==> config.mk <==
export PLATFORM = sky130hd
export DESIGN_NAME = axis_data_trim
export DESIGN_NICKNAME = d
export VERILOG_FILES = /design/src/rtl/axis_trim_pkg.sv /design/src/rtl/axis_trim_hold.sv /design/src/rtl/axis_data_trim.sv
export SDC_FILE = /design/constraint.sdc
export NUM_CORES = 1
export LEC_CHECK = 0
export ABC_CLOCK_PERIOD_IN_PS = 9900
export CORE_UTILIZATION = 55
export DETAILED_ROUTE_END_ITERATION = 10
export PLACE_DENSITY_LB_ADDON = 0.12
export RECOVER_POWER = 50
export SLEW_MARGIN = 20
export SYNTH_ARGS = -nofsm -noshare
export SYNTH_HDL_FRONTEND = slang
export SYNTH_HIERARCHICAL = 1
export SYNTH_SLANG_ARGS = --single-unit
==> constraint.sdc <==
create_clock -name s_axis_aclk -period 9.9 [get_ports s_axis_aclk]
set_input_delay 1.98 -clock s_axis_aclk [delete_from_list [all_inputs] [get_ports s_axis_aclk]]
set_output_delay 1.98 -clock s_axis_aclk [all_outputs]
set_load 0.01 [all_outputs]
==> src/rtl/axis_trim_pkg.sv <==
// axis_trim_pkg
// Shared definitions for the AXI-Stream packet trimmer:
//   DATA_W_DEF / CNT_W_DEF : default stream data width and counter width
//   ZERO_FRAME             : all-zero reference frame, sliced to DATA_W by users
//                            (used when AXIS_DATA_TRIM_ZERO_DROP_EN is defined)
//   sat_inc()              : saturating increment on a SAT_W-bit value; callers
//                            zero-extend their counter and pass its all-ones value
package axis_trim_pkg;

    localparam int DATA_W_DEF = 64;
    localparam int CNT_W_DEF  = 32;

    // Widest counter sat_inc() can serve (CNT_W must not exceed this).
    localparam int SAT_W  = 64;
    // Widest data bus ZERO_FRAME can be compared against.
    localparam int ZERO_W = 1024;

    localparam logic [ZERO_W-1:0] ZERO_FRAME = '0;

    // Returns v + 1, or v unchanged when v already equals the counter's
    // all-ones value.
    function automatic logic [SAT_W-1:0] sat_inc(input logic [SAT_W-1:0] v,
                                                 input logic [SAT_W-1:0] all_ones);
        return (v == all_ones) ? v : v + SAT_W'(1);
    endfunction

endpackage

==> src/rtl/axis_trim_hold.sv <==
// axis_trim_hold
// One-frame hold register between the upstream and downstream streams. The
// most recent kept frame waits here until either the next kept frame arrives
// or the packet ends, so that tlast can be moved onto the last kept frame.
// Ports:
//   clk, rst_n         : clock, asynchronous active-low reset
//   s_tvalid/s_tdata/s_tlast/s_tready : upstream stream
//   kept               : classification of the frame on s_tdata this cycle
//   m_tvalid/m_tdata/m_tlast/m_tready : downstream stream
//
// Handshakes: a transfer happens on a rising edge where valid && ready. A
// producer keeps valid and its payload stable until that transfer; ready may
// change freely. Here m_tvalid depends on s_tvalid/kept, so it relies on the
// upstream source obeying the same rule.
module axis_trim_hold #(
    parameter int DATA_W = 64
) (
    input  logic              clk,
    input  logic              rst_n,
    input  logic              s_tvalid,
    input  logic [DATA_W-1:0] s_tdata,
    input  logic              s_tlast,
    input  logic              kept,
    output logic              s_tready,
    output logic              m_tvalid,
    input  logic              m_tready,
    output logic [DATA_W-1:0] m_tdata,
    output logic              m_tlast
);

    logic [DATA_W-1:0] h_data;
    logic              h_valid;
    logic              h_last;
    logic              s_hs;
    logic              m_hs;

    // H may only be released when it is known not to be the last kept frame
    // (a kept frame is waiting) or when the packet has ended (h_last). While
    // h_last is set the input is stalled so the next packet cannot overtake.
    assign s_tready = !h_valid || (!h_last && (!kept || m_tready));
    assign m_tvalid = h_valid && (h_last || (s_tvalid && kept));
    assign m_tdata  = h_data;
    assign m_tlast  = h_last;

    assign s_hs = s_tvalid && s_tready;
    assign m_hs = m_tvalid && m_tready;

    always_ff @(posedge clk or negedge rst_n) begin
        if (!rst_n) begin
            h_data  <= '0;
            h_valid <= 1'b0;
            h_last  <= 1'b0;
        end else if (s_hs && kept) begin
            // s_tready guarantees H is empty or being emitted this cycle.
            h_data  <= s_tdata;
            h_valid <= 1'b1;
            h_last  <= s_tlast;
        end else if (m_hs) begin
            h_valid <= 1'b0;
            h_last  <= 1'b0;
        end else if (s_hs && s_tlast && h_valid) begin
            // Dropped frame ends the packet: the held frame becomes the last.
            h_last  <= 1'b1;
        end
    end

endmodule

==> src/rtl/axis_data_trim.sv <==
// axis_data_trim
// Trims padded AXI-Stream packets down to at most iFrameNumMax frames, moving
// tlast onto the last frame kept. Dropped frames are accepted and discarded.
// Optional feature macro: AXIS_DATA_TRIM_ZERO_DROP_EN -- when defined, all-zero
// frames inside the limit are dropped as well.
// Ports:
//   s_axis_aclk, s_axis_aresetn : clock, asynchronous active-low reset
//   iFrameNumMax                : frames kept per packet (0 drops everything)
//   s_axis_*                    : upstream padded stream
//   m_axis_*                    : trimmed downstream stream
//   m_axis_hsked                : downstream handshake this cycle
//   oFrameCnt                   : frames in the last completed output packet
//   oDropCnt                    : saturating total of discarded input frames
module axis_data_trim
    import axis_trim_pkg::*;
#(
    parameter int DATA_W = DATA_W_DEF,
    parameter int CNT_W  = CNT_W_DEF
) (
    input  logic              s_axis_aclk,
    input  logic              s_axis_aresetn,
    input  logic [CNT_W-1:0]  iFrameNumMax,
    input  logic              s_axis_tvalid,
    output logic              s_axis_tready,
    input  logic [DATA_W-1:0] s_axis_tdata,
    input  logic              s_axis_tlast,
    output logic              m_axis_tvalid,
    input  logic              m_axis_tready,
    output logic [DATA_W-1:0] m_axis_tdata,
    output logic              m_axis_tlast,
    output logic              m_axis_hsked,
    output logic [CNT_W-1:0]  oFrameCnt,
    output logic [CNT_W-1:0]  oDropCnt
);

    localparam logic [CNT_W-1:0] CNT_ONES = '1;
    localparam logic [CNT_W-1:0] CNT_ONE  = CNT_W'(1);

    logic [CNT_W-1:0] idx;      // 1-based index of the frame on s_axis
    logic [CNT_W-1:0] out_cnt;  // frames emitted so far in the current output packet
    logic             kept;
    logic             s_hs;
    logic             m_hs;

    function automatic logic [CNT_W-1:0] cnt_inc(input logic [CNT_W-1:0] v);
        return CNT_W'(sat_inc(SAT_W'(v), SAT_W'(CNT_ONES)));
    endfunction

`ifdef AXIS_DATA_TRIM_ZERO_DROP_EN
    assign kept = (idx <= iFrameNumMax) && (s_axis_tdata != ZERO_FRAME[DATA_W-1:0]);
`else
    assign kept = (idx <= iFrameNumMax);
`endif

    assign s_hs         = s_axis_tvalid && s_axis_tready;
    assign m_hs         = m_axis_tvalid && m_axis_tready;
    assign m_axis_hsked = m_hs;

    axis_trim_hold #(
        .DATA_W (DATA_W)
    ) u_hold (
        .clk      (s_axis_aclk),
        .rst_n    (s_axis_aresetn),
        .s_tvalid (s_axis_tvalid),
        .s_tdata  (s_axis_tdata),
        .s_tlast  (s_axis_tlast),
        .kept     (kept),
        .s_tready (s_axis_tready),
        .m_tvalid (m_axis_tvalid),
        .m_tready (m_axis_tready),
        .m_tdata  (m_axis_tdata),
        .m_tlast  (m_axis_tlast)
    );

    always_ff @(posedge s_axis_aclk or negedge s_axis_aresetn) begin
        if (!s_axis_aresetn) begin
            idx       <= CNT_ONE;
            out_cnt   <= '0;
            oFrameCnt <= '0;
            oDropCnt  <= '0;
        end else begin
            if (s_hs) begin
                idx <= s_axis_tlast ? CNT_ONE : cnt_inc(idx);
            end
            if (s_hs && !kept) begin
                oDropCnt <= cnt_inc(oDropCnt);
            end
            if (m_hs) begin
                if (m_axis_tlast) begin
                    oFrameCnt <= cnt_inc(out_cnt);
                    out_cnt   <= '0;
                end else begin
                    out_cnt   <= cnt_inc(out_cnt);
                end
            end
        end
    end

endmodule

# After elaboration in Yosys (flattened, before gate mapping)
# Index checks and enable logic that the tools add are counted.
[totals]
register_bits = 194
out_inout_bits = 132
elab_cells = 45
[classes]
add_sub_neg = 3
order_cmp = 1
n_eq_ne = 4
mux = 9
bitwise_logic = 1
n_reduce_logical = 20
[ops]
columns = ["operator", "count"]
rows = [
  ["$mux 32", 4],
  ["$add 32x1->32 const B", 3],
  ["$eq 32x32->1 const B", 3],
  ["$le 32x32->1", 1],
  ["$logic_and 1x1->1", 9],
  ["$reduce_and 2->1", 3],
  ["$mux 1", 5],
  ["$logic_not 1->1", 3],
  ["$logic_or 1x1->1", 3],
  ["$reduce_bool 3->1", 1],
  ["$ne 2x2->1 const B", 1],
  ["$reduce_bool 2->1", 1],
  ["$not 1->1", 1],
]

# Depth between registers and ports, before layout
# Gate-level depths: netlist (run 1).
[logic_depth]
word_depth = 11
depth_mapped = 15
ltp_nobuf = 14

# Hierarchy
# Netlist (run 1), hierarchy kept.
[by_module_without_submodules]
columns = ["module", "n_inst", "cells_per_inst", "area_each_um2", "seq_area_each_um2"]
rows = [
  ["axis_data_trim", 1, 840, 7468.4, 3204.3],
  ["axis_trim_hold", 1, 151, 2546.2, 1651.6],
]

# Worst setup path before layout (run 1)
# No wires, ideal clock.
[synth_path]
path_kind = "input -> output"
start = "input iFrameNumMax[7]"
end = "output m_axis_hsked"
arrival_ns = 3.965
required_ns = 7.920
path_slack_ns = 3.955
cell_stages = 11
n_path_buf = 0
cell_sequence = "inv_1 ha_1 a21oi_1 o21ai_0 o2bb2ai_1 o41a_1 o21ai_0 a21oi_1 nor2_1 nand2_1 inv_1"
[synth_between]
elab_chain_len = 5
[synth_lines]
columns = ["item", "line_no", "text"]
rows = [
  ["start, declared", "axis_data_trim.sv:22", "input logic [CNT_W-1:0] iFrameNumMax,"],
  ["$le 32x32->1", "axis_data_trim.sv:52", "assign kept = (idx <= iFrameNumMax);"],
  ["via kept", "axis_data_trim.sv:41", "logic kept;"],
  ["$logic_and 1x1->1", "axis_trim_hold.sv:41", "assign m_tvalid = h_valid && (h_last || (s_tvalid && kept));"],
  ["$logic_or 1x1->1", "axis_trim_hold.sv:41", ""],
  ["$logic_and 1x1->1", "axis_trim_hold.sv:41", ""],
  ["via m_axis_tvalid", "axis_data_trim.sv:27", "output logic m_axis_tvalid,"],
  ["$logic_and 1x1->1", "axis_data_trim.sv:56", "assign m_hs = m_axis_tvalid && m_axis_tready;"],
  ["end, declared", "axis_data_trim.sv:31", "output logic m_axis_hsked,"],
]
# The timed path passes the listed nets, and every way through them passes these cells.

# Worst setup path after layout (run 1)
[layout_path]
start = "input iFrameNumMax[7]"
end = "output m_axis_hsked"
[layout_between]
elab_chain_len = 5
[layout_lines]
columns = ["item", "line_no"]
rows = [
  ["$le 32x32->1", "axis_data_trim.sv:52"],
  ["via kept", "axis_data_trim.sv:41"],
  ["$logic_and 1x1->1", "axis_trim_hold.sv:41"],
  ["$logic_or 1x1->1", "axis_trim_hold.sv:41"],
  ["$logic_and 1x1->1", "axis_trim_hold.sv:41"],
  ["$logic_and 1x1->1", "axis_data_trim.sv:56"],
]
# The timed path passes the listed nets, and every way through them passes these cells.

==> reports/metrics.csv, run 1 <==
stage,metric,value,unit
cts,cts_hold_buf,0,
sta,tightest_slew,6.24,ns
critical_path,worstSetupEndpointType,primary output,
logic_synthesis,synthesis.area,0.0100,mm²
cts,cts.path.max_buffers,2,
outcome,violations,"capacitance limit, slew limit",
cells_and_area,area_growth,29.7,%
place,port_buffers,232,
global_route,grt_pass1_wl,39.6,mm
sta,final-setup-viol-count,0,
cts,postCtsSetupBuffers,0,
cts,clk_pin_slew,0.07,ns
global_route,track_usage,27.1,%
global_route,grt_util_met2,44.7,%
critical_path,crit_required,7.92,ns
critical_path,arrival,5.55,ns
critical_path,cp.depth,14,
critical_path,path_delay_family,buffers and inverters,
die,num_io_pins,233,
global_route,first_global_vias,7778,
cts,clk_latency,0.44,ns
die,rows,48,
place,pre_cts_slack,2.38,ns
routing,route.detailed.drc,0,
power,power.density,231,mW/mm²
power,max-vdd-ir-drop,0.000158,V
flow_run,maxCapViolations,1,
routing,ant_nets,0,
global_route,use_met3,6.07,%
logic_synthesis,synth_cells,991,
critical_path,path_max_fanout,30,
global_route,grt_max_degree,117,
critical_path,worstRegToRegCells,12,
critical_path,worstPathCellList,clkdlybuf4s50_1 > inv_1 > ha_1 > a21oi_1 > o21ai_0 > o2bb2ai_1 > o41a_1 > o21ai_0 > a21oi_1 > nor2_1 > nand2_1 > buf_4 > inv_1 > clkdlybuf4s50_1,
logic_synthesis,yosys_warnings,6,
cells_and_area,fin_nets,1333,
sta,rsz0062_at_grt,no,
critical_path,cp-start-kind,input port,
sta,timing.hold.ws,0.472,ns
critical_path,path_class,input port to primary output,
cts,tritoncts,yes,
die,die_w,137,µm
global_route,grt.busiest_layer,met2,
cells_and_area,fin_area,0.0130,mm²
sta,slew_headroom,-316,%
routing,routedWlPerCell,17.4,µm
cts,cts_root_buf,clkbuf_16,
critical_path,crit_buf_inv,5,
sta,fin_ws,2.37,ns
logic_synthesis,ys.flop_type,dfrtp_1,
logic_synthesis,ys_seq_area_share,48.5,%
logic_synthesis,syn-num-nets,1127,
sta,fin_crit,7.53,ns
cts,cts.sinks,194,
outcome,status,"finished, violations left",
global_route,grtUsageMet1,35.4,%
critical_path,critPathSlowestCell,clkdlybuf4s50_1,
hold_path,hp-class,flip-flop to flip-flop,
sta,hold_viol,0,
cells_and_area,layout_commonest_cell,dfrtp_1,
cells_and_area,final_cell_mix,"193 x dfrtp_1, 165 x clkdlybuf4s50_1, 99 x nand2_1",
power,p_leak,5.61,nW
routing,wirelength,25.0,mm
hold_path,whs_path_depth,2,
logic_synthesis,syn_avg_cell_area,10.1,µm²
die,die_area,0.0188,mm²
cells_and_area,n_antenna_cell,0,
routing,num_vias,8314,
sta,finClkSkew,0.0111,ns
place,placed_area,0.0124,mm²
global_route,antenna_found_initial,1,
cts,ctsResizeCount,0,
cts,cts_max_level,4,
sta,finalMaxSlewViolations,117,
cts,cts_buffers,17,
routing,firstDrtPassIters,5,
logic_synthesis,synth-seq-cells,194,
routing,first_iter_violations,451,
routing,via_per_inst,5.79,
place,place_congestion,0.818,
die,core_area,0.0175,mm²
sta,setup-tns-final,0,ns
sta,fmax,133,MHz
logic_synthesis,ys_types,60,
cells_and_area,drive_above_1_share,9.92,%
sta,final.period_utilization,76.1,%
place,place_hpwl,17.6,mm
logic_synthesis,synth_edf_count,0,
logic_synthesis,async_flop_share,100,%
die,start_util,57.1,%
die,die_h,137,µm
global_route,overflow,0,
critical_path,slowest_delay,0.58,ns
-- per-layer routing --
metal	part of all wire, %	up-vias
met4	1.6	2
li1	-	3963
met5	0.052	-
met2	49	298
met1	42	4012
met3	7.4	39
-- path summary, 6_finish.rpt --
kind                                      start            endpoint  slack, ns
worst max-delay path            iFrameNumMax[7]        m_axis_hsked       2.37
worst min-delay path              oFrameCnt[16]       oFrameCnt[16]       0.47
worst max register to register          idx[30]             idx[21]       5.59
worst min register to register    oFrameCnt[16]       oFrameCnt[16]       0.47
max in group asynchronous        s_axis_aresetn         out_cnt[25]       2.51
min in group asynchronous        s_axis_aresetn  u_hold/m_tdata[28]       3.84
-- worst reg2reg max path: stages, from the launching register on --
cell and delay (ns):
dfrtp_1 0.45, ha_1 0.35, nand4_1 0.20, nor4_1 0.45, o41a_1 0.30, o21ai_0 0.23, nor2b_1 0.21, o21ai_0 0.48
nand2_1 0.45, nor2_1 0.63, and3_1 0.28, xnor2_1 0.12, nor2_1 0.05
-- flip-flops by register name, indices dropped and copies added, names as in the netlist --
register,count
idx,32
oDropCnt,32
oFrameCnt,32
out_cnt,32
u_hold/h_valid,1
u_hold/m_tdata,64
u_hold/m_tlast,1
-- cell families after synthesis --
group,Yosys count,share of synthesized area [%]
flip-flops,194,48.5
AO/OA/AOI/OAI,179,11.0
multiplexers,68,7.61
adder cells (fa/ha/maj),35,4.37
XOR/XNOR,77,6.73
AND/OR/NAND/NOR,337,17.3
buffers and inverters,101,4.50
-- power breakdown --
| group | switching, W | leakage (nW) | internal, W |
|---|---|---|---|
| registers | 0.000206 | 2.45 | 0.00104 |
| clock network | 0.000305 | 0.278 | 0.000381 |
| logic | 0.000495 | 2.89 | 0.000575 |
| total | 0.00101 | 5.61 | 0.00200 |
-- metrics by stage --
stage / util [%] / power [W] / std cells
CTS: 74.1 / 0.00308 / 1435
finish: 74.1 / 0.00301 / 1435
detailed placement: 70.8 / 0.00239 / 1403
global route: 74.1 / 0.00319 / 1435
global placement: 70.8 / 0.00235 / 1403
floorplan: - / 0.00179 / 991
-- layout make-up --
type	count	area, µm²
repair buffers	239	2370
flip-flops and latches	194	4860
fillers	1320	4550
clock buffers	21	450
well taps	225	282
multi-input cells	696	4720
inverters	49	184
clock inverters	11	125
-- cell usage after synthesis (8+ instances only) --
cell      number  area, µm²
nor4_1        25        156
nor3_1        25        125
buf_2          9       45.0
ha_1          35        438
nand2_1       99        372
inv_1         49        184
xnor2_1       24        210
nand3_1       37        185
or3_1          8       50.1
and4_1         9       78.8
nor2_1        54        203
clkbuf_1      33        124
o21ai_0       80        400
xor2_1        53        464
dfrtp_1      193       4830
and3_1        11       68.8
nand4_1       37        231
o31ai_1       25        188
a21oi_1       35        175
mux2_2        65        732
Power figures use the tool's default switching activity.
==> inputs of run 2 (changes only) <==
--- a/config.mk
+++ b/config.mk
@@ -5,8 +5,8 @@
 export SDC_FILE = /design/constraint.sdc
 export NUM_CORES = 1
 export LEC_CHECK = 0
-export ABC_CLOCK_PERIOD_IN_PS = 9900
-export CORE_UTILIZATION = 55
+export ABC_CLOCK_PERIOD_IN_PS = 7750
+export CORE_UTILIZATION = 51
 export DETAILED_ROUTE_END_ITERATION = 10
 export PLACE_DENSITY_LB_ADDON = 0.12
 export RECOVER_POWER = 50
==> constraint.sdc (replaced) <==
create_clock -name s_axis_aclk -period 7.75 [get_ports s_axis_aclk]
set_input_delay 1.55 -clock s_axis_aclk [delete_from_list [all_inputs] [get_ports s_axis_aclk]]
set_output_delay 1.55 -clock s_axis_aclk [all_outputs]
set_load 0.01 [all_outputs]
==> run 2 against run 1 <==
The run still ends with capacitance limit, slew limit left. First-iteration DRC count rose by 0.22%. Clock-buffer cell count fell by 4. Largest power group unchanged. Utilization fell by 5.0 points. Global-route usage fell by 2.2 points. Register-to-register slack got worse by 2.2 ns. Sequential power rose by 26%. Via count fell by 2.3%.
==> reports/metrics.csv, run 2 (synthesized netlist as in run 1, its figures left out) <==
stage,metric,value,unit,change
outcome,status,"finished, violations left",,
outcome,violations,"capacitance limit, slew limit",,
die,num_io_pins,233,,unchanged
sta,rsz0062_at_grt,no,,
die,die_area,0.0202,mm²,+7.7%
die,core_area,0.0190,mm²,+8.1%
sta,final-setup-viol-count,0,,unchanged
cts,cts_max_level,4,,unchanged
cells_and_area,drive_above_1_share,10.2,%,+0.26 points
critical_path,r2r_setup_slack,3.37,ns,-2.22 ns
cts,cts.path.max_buffers,2,,unchanged
routing,ant_nets,0,,unchanged
flow_run,maxCapViolations,1,,unchanged
global_route,track_usage,24.9,%,-2.2 points
critical_path,path_class,input port to primary output,,
die,die_w,142,µm,+3.8%
critical_path,crit_buf_inv,5,,unchanged
place,pre_cts_slack,1.11,ns,-1.27 ns
sta,fin_ws,1.07,ns,-1.29 ns
cts,cts_root_buf,clkbuf_16,,
critical_path,worstSetupEndpointType,primary output,,
critical_path,critPathSlowestCell,clkdlybuf4s50_1,,
global_route,overflow,0,,unchanged
sta,hold_viol,0,,unchanged
power,p_leak,5.76,nW,+2.6%
global_route,grt_pass1_wl,39.7,mm,+0.31%
place,place_hpwl,17.4,mm,-0.92%
cells_and_area,n_antenna_cell,0,,unchanged
place,port_buffers,232,,unchanged
cells_and_area,layout_commonest_cell,dfrtp_1,,
critical_path,worstRegToRegCells,12,,unchanged
critical_path,slowest_delay,0.58,ns,about the same
sta,finalMaxSlewViolations,79,,-32%
cts,clk_pin_slew,0.07,ns,about the same
critical_path,endpoint,m_axis_hsked,,
place,place_congestion,0.832,,+1.6%
cts,clk_latency,0.43,ns,about the same
routing,route.detailed.drc,0,,unchanged
sta,tightest_slew,4.09,ns,-2.16 ns
cells_and_area,post-route-util,69.1,%,-5.0 points
cells_and_area,fin_nets,1332,,-0.075%
critical_path,path_delay_family,buffers and inverters,,
cts,cts_hold_buf,0,,unchanged
critical_path,crit_start,iFrameNumMax[7],,
cts,cts_buffers,17,,unchanged
cells_and_area,n_fill_cell,1527,,+16%
routing,wirelength,24.5,mm,-2.1%
sta,final.period_utilization,86.2,%,
power,max-vdd-ir-drop,0.000190,V,+20%
power,power.density,295,mW/mm²,+27%
critical_path,arrival,5.13,ns,-0.42 ns
routing,first_iter_violations,452,,+0.22%
die,start_util,52.8,%,-4.3 points
global_route,antenna_found_initial,0,,-1
sta,finClkSkew,0.0115,ns,+0.000346 ns
die,rows,50,,+4.2%
cts,ctsResizeCount,0,,unchanged
critical_path,path_max_fanout,30,,unchanged
sta,fin_crit,6.68,ns,
power,power,0.00386,W,+28%
global_route,first_global_vias,7761,,-0.22%
cells_and_area,final_cell_mix,"193 x dfrtp_1, 128 x dlygate4sd3_1, 103 x clkdlybuf4s50_1",,
critical_path,r2r-end,idx[6],,
routing,routedWlPerCell,16.6,µm,-4.4%
cells_and_area,stdcell_count,1469,,+2.4%
critical_path,worstReg2RegStart,idx[30],,
sta,setup-tns-final,0,ns,unchanged
cts,cts.sinks,194,,unchanged
routing,num_vias,8119,,-2.3%
hold_path,hp-class,flip-flop to flip-flop,,
global_route,grt_max_degree,118,,+0.85%
cts,tritoncts,yes,,
cells_and_area,area_growth,30.8,%,
critical_path,crit_required,6.20,ns,-1.72 ns
routing,firstDrtPassIters,5,,unchanged
critical_path,cp.depth,14,,unchanged
sta,slew_headroom,-172,%,+140 points
critical_path,worstPathCellList,clkdlybuf4s50_1 > inv_1 > ha_1 > a21oi_1 > o21ai_0 > o2bb2ai_1 > o41a_1 > o21ai_0 > a21oi_1 > nor2_1 > nand2_1 > buf_4 > inv_1 > clkdlybuf4s50_1,,
cells_and_area,largest_reg_flops,64,,unchanged
cts,postCtsSetupBuffers,0,,unchanged
critical_path,cp-start-kind,input port,,
place,dp.cells,1437,,+2.4%
routing,via_per_inst,5.53,,-4.6%
die,die_h,142,µm,+3.8%
sta,fmax,150,MHz,
## run 2: worst reg2reg max path, delay by kind of cell, from the launching register on
kind                       cells  cell delay (ns)
AOI/OAI and AO/OA              3             1.02
xor gates and xnor gates       1             0.22
adders and majority gates      1             0.35
DFF                            1             0.45
and+or+nand+nor                7             2.21
## run 2: worst min path at each step
stage | to | depth (start not counted) | from | slack [ns]
4_1_cts | oFrameCnt[11] | 2 | oFrameCnt[11] | 0.49
2_1_floorplan | idx[14] | 1 | idx[14] | 0.49
3_5_place_dp | oFrameCnt[11] | 2 | oFrameCnt[11] | 0.47
5_1_grt | oFrameCnt[11] | 2 | oFrameCnt[11] | 0.50
3_3_place_gp | oFrameCnt[30] | 2 | oFrameCnt[30] | 0.46
6_report | oFrameCnt[29] | 2 | oFrameCnt[29] | 0.48
## run 2: layer usage
metal / track usage [%] / vias up / share of wire [%]
met3: 5.79 / 32 / 6.7
li1: - / 3957 / -
met4: 8.55 / 0 / 2.0
met2: 40.9 / 251 / 48
met5: 0 / - / 0
met1: 32.4 / 3879 / 43
## run 2: layout make-up
cell class,count,area (µm²),share of cell area (%)
Inverter,49,184,1.40
Tap cell,260,325,2.48
Sequential cell,194,4860,37.1
Clock buffer,17,425,3.25
Timing Repair Buffer,238,2370,18.1
Multi-Input combinational cell,696,4720,36.0
Clock inverter,15,216,1.65
## run 2: power breakdown
part	internal [W]	leakage, nW	switching, W
Sequential	0.00133	2.45	0.000251
Clock	0.000526	0.310	0.000418
Combinational	0.000702	3.00	0.000629
Total	0.00256	5.76	0.00130
## run 2: through the flow
stage / hold WS, ns / area (µm²)
3_3_place_gp: 0.463 / 12500
3_5_place_dp: 0.470 / 12500
5_1_grt: 0.498 / 13100
2_1_floorplan: 0.486 / 10000
4_1_cts: 0.486 / 13100
6_report: 0.476 / 13100
==> inputs of run 3 (changes only) <==
--- a/config.mk
+++ b/config.mk
@@ -6,6 +6,7 @@
 export NUM_CORES = 1
 export LEC_CHECK = 0
 export ABC_CLOCK_PERIOD_IN_PS = 7750
+export CORE_MARGIN = 2
 export CORE_UTILIZATION = 51
 export DETAILED_ROUTE_END_ITERATION = 10
 export PLACE_DENSITY_LB_ADDON = 0.12
==> run 3 against run 2 <==
The run still ends with capacitance limit, slew limit left. Critical path type unchanged. Clock skew is 0.0036 ns higher. Sequential cell count stayed put. Non-clock buffer count is 1 higher. Highest routed layer unchanged. First-iteration DRC count is 1.3% lower. Largest cell class unchanged.
==> reports/metrics.csv, run 3 (synthesized netlist as in run 1, its figures left out) <==
stage,metric,value,unit,change
outcome,status,"finished, violations left",,
outcome,violations,"capacitance limit, slew limit",,
die,die_w,144,µm,+1.4%
die,num_io_pins,233,,unchanged
global_route,grt_util_met2,38.2,%,-2.7 points
sta,final.period_utilization,86.5,%,+0.38 points
place,dp.cells,1443,,+0.42%
sta,timing.hold.ws,0.474,ns,-0.00253 ns
cells_and_area,n_antenna_cell,0,,unchanged
sta,slew_headroom,-145,%,+27 points
cells_and_area,fin_nets,1333,,+0.075%
critical_path,cp-start-kind,input port,,
routing,routedWlPerCell,16.5,µm,-0.72%
cells_and_area,drive_above_1_share,10.2,%,+0.074 points
sta,final-setup-viol-count,0,,unchanged
cells_and_area,stdcell_count,1475,,+0.41%
die,die_h,144,µm,+1.4%
critical_path,worstSetupEndpointType,primary output,,
cts,postCtsSetupBuffers,0,,unchanged
die,start_util,51.8,%,-1.0 points
routing,first_iter_violations,446,,-1.3%
global_route,use_met3,5.50,%,-0.29 points
global_route,grt_max_degree,69,,-42%
power,max-vdd-ir-drop,0.000187,V,-1.5%
die,rows,51,,+2.0%
sta,fmax,149,MHz,-0.43%
cts,cts.sinks,194,,unchanged
routing,num_vias,8130,,+0.14%
cts,cts_max_level,4,,unchanged
place,place_hpwl,17.2,mm,-1.3%
critical_path,r2r-end,idx[21],,
sta,setup-tns-final,0,ns,unchanged
cts,cts_root_buf,clkbuf_16,,
sta,finalMaxSlewViolations,199,,+150%
place,place_congestion,0.845,,+1.6%
critical_path,worstRegToRegCells,12,,unchanged
power,p_leak,5.61,nW,-2.6%
cts,cts_buffers,17,,unchanged
cells_and_area,ff_latch_area,0.00486,mm²,unchanged
cts,cts_hold_buf,0,,unchanged
sta,finClkSkew,0.0151,ns,+0.00359 ns
global_route,antenna_found_initial,0,,unchanged
cts,clk_latency,0.43,ns,about the same
global_route,first_global_vias,7559,,-2.6%
place,port_buffers,232,,unchanged
critical_path,path_class,input port to primary output,,
hold_path,hold_path.startpoint,oFrameCnt[30],,
cells_and_area,largest_reg_flops,64,,unchanged
global_route,grtUsageMet1,31.7,%,-0.66 points
cells_and_area,final_cell_mix,"193 x dfrtp_1, 165 x clkdlybuf4s50_1, 98 x nand2_1",,
critical_path,path_max_fanout,30,,unchanged
global_route,grt.busiest_layer,met2,,
global_route,track_usage,23.5,%,-1.4 points
die,die_area,0.0208,mm²,+2.8%
hold_path,hold_end,oFrameCnt[30],,
routing,route.detailed.drc,0,,unchanged
global_route,overflow,0,,unchanged
cells_and_area,multiInputGateArea,0.00472,mm²,unchanged
critical_path,arrival,5.16,ns,+0.03 ns
hold_path,whs_path_depth,2,,unchanged
sta,hold_viol,0,,unchanged
critical_path,r2r_setup_slack,3.40,ns,+0.03 ns
sta,rsz0062_at_grt,no,,
cts,clk_pin_slew,0.07,ns,about the same
cells_and_area,area_growth,30.3,%,
sta,fin_crit,6.71,ns,+0.0291 ns
power,power.density,293,mW/mm²,-0.58%
critical_path,crit_required,6.20,ns,about the same
routing,wirelength,24.4,mm,-0.31%
routing,via_per_inst,5.51,,-0.27%
hold_path,hp-class,flip-flop to flip-flop,,
routing,firstDrtPassIters,5,,unchanged
routing,ant_nets,0,,unchanged
cells_and_area,layout_commonest_cell,dfrtp_1,,
cts,cts.path.max_buffers,2,,unchanged
sta,tightest_slew,3.68,ns,-0.405 ns
cts,ctsResizeCount,0,,unchanged
cts,tritoncts,yes,,
die,core_area,0.0193,mm²,+2.0%
critical_path,worstReg2RegStart,idx[30],,
cells_and_area,n_fill_cell,1517,,-0.65%
power,power,0.00382,W,-0.96%
flow_run,maxCapViolations,3,,+2
global_route,grt_pass1_wl,38.8,mm,-2.2%
[run 3: changes by cell type in the layout (fill, tap and decap cells not counted), moves of 2 or more]
cell and delta:
bufinv_16 -2, dlygate4sd3_1 -62, clkinv_8 -2, clkdlybuf4s50_1 +62, clkbuf_2 +2
[run 3: metal layers]
metal / up-vias / wire (µm)
li1: 3951 / -
met1: 3928 / 10800
met2: 224 / 11700
met3: 27 / 1560
met4: 0 / 407
met5: - / 0
[run 3: final cells by class]
cell class                 instances  area share [%]
clock inverter                    13            1.05
tap                              265            2.54
sequential                       194            37.2
timing repair buffer             239            18.1
clock buffer                      19            3.47
multi-input combinational        696            36.2
inverter                          49            1.41
[run 3: metrics by stage]
stage / worst slack [ns] / util [%] / area, µm²
floorplan: 2.66 / - / 10000
global placement: 1.15 / 64.5 / 12500
detailed placement: 1.10 / 64.5 / 12500
CTS: 1.07 / 67.5 / 13100
global route: 0.767 / 67.5 / 13000
finish: 1.04 / 67.5 / 13000
[run 3: critical path, cell delays in order]
cell and delay [ns]:
clkdlybuf4s50_1 0.46, inv_1 0.04, ha_1 0.31, a21oi_1 0.14, o21ai_0 0.13, o2bb2ai_1 0.15
o41a_1 0.45, o21ai_0 0.49, a21oi_1 0.13, nor2_1 0.16, nand2_1 0.07, buf_4 0.23
inv_1 0.24, clkdlybuf4s50_1 0.58
[run 3: report_power, final]
group,total (W),internal [W],switching [W]
combinational,0.00136,0.000731,0.000626
clock,0.000875,0.000472,0.000403
sequential,0.00159,0.00133,0.000256
total,0.00382,0.00254,0.00129
[run 3: worst max path at each step]
stage | startpoint | to | slack [ns] | depth (start not counted)
floorplan | iFrameNumMax[7] | m_axis_hsked | 2.66 | 11
global placement | iFrameNumMax[7] | m_axis_hsked | 1.15 | 14
detailed placement | iFrameNumMax[7] | m_axis_hsked | 1.10 | 14
CTS | iFrameNumMax[7] | m_axis_hsked | 1.07 | 14
global route | iFrameNumMax[5] | m_axis_hsked | 0.77 | 14
finish | iFrameNumMax[7] | m_axis_hsked | 1.04 | 14
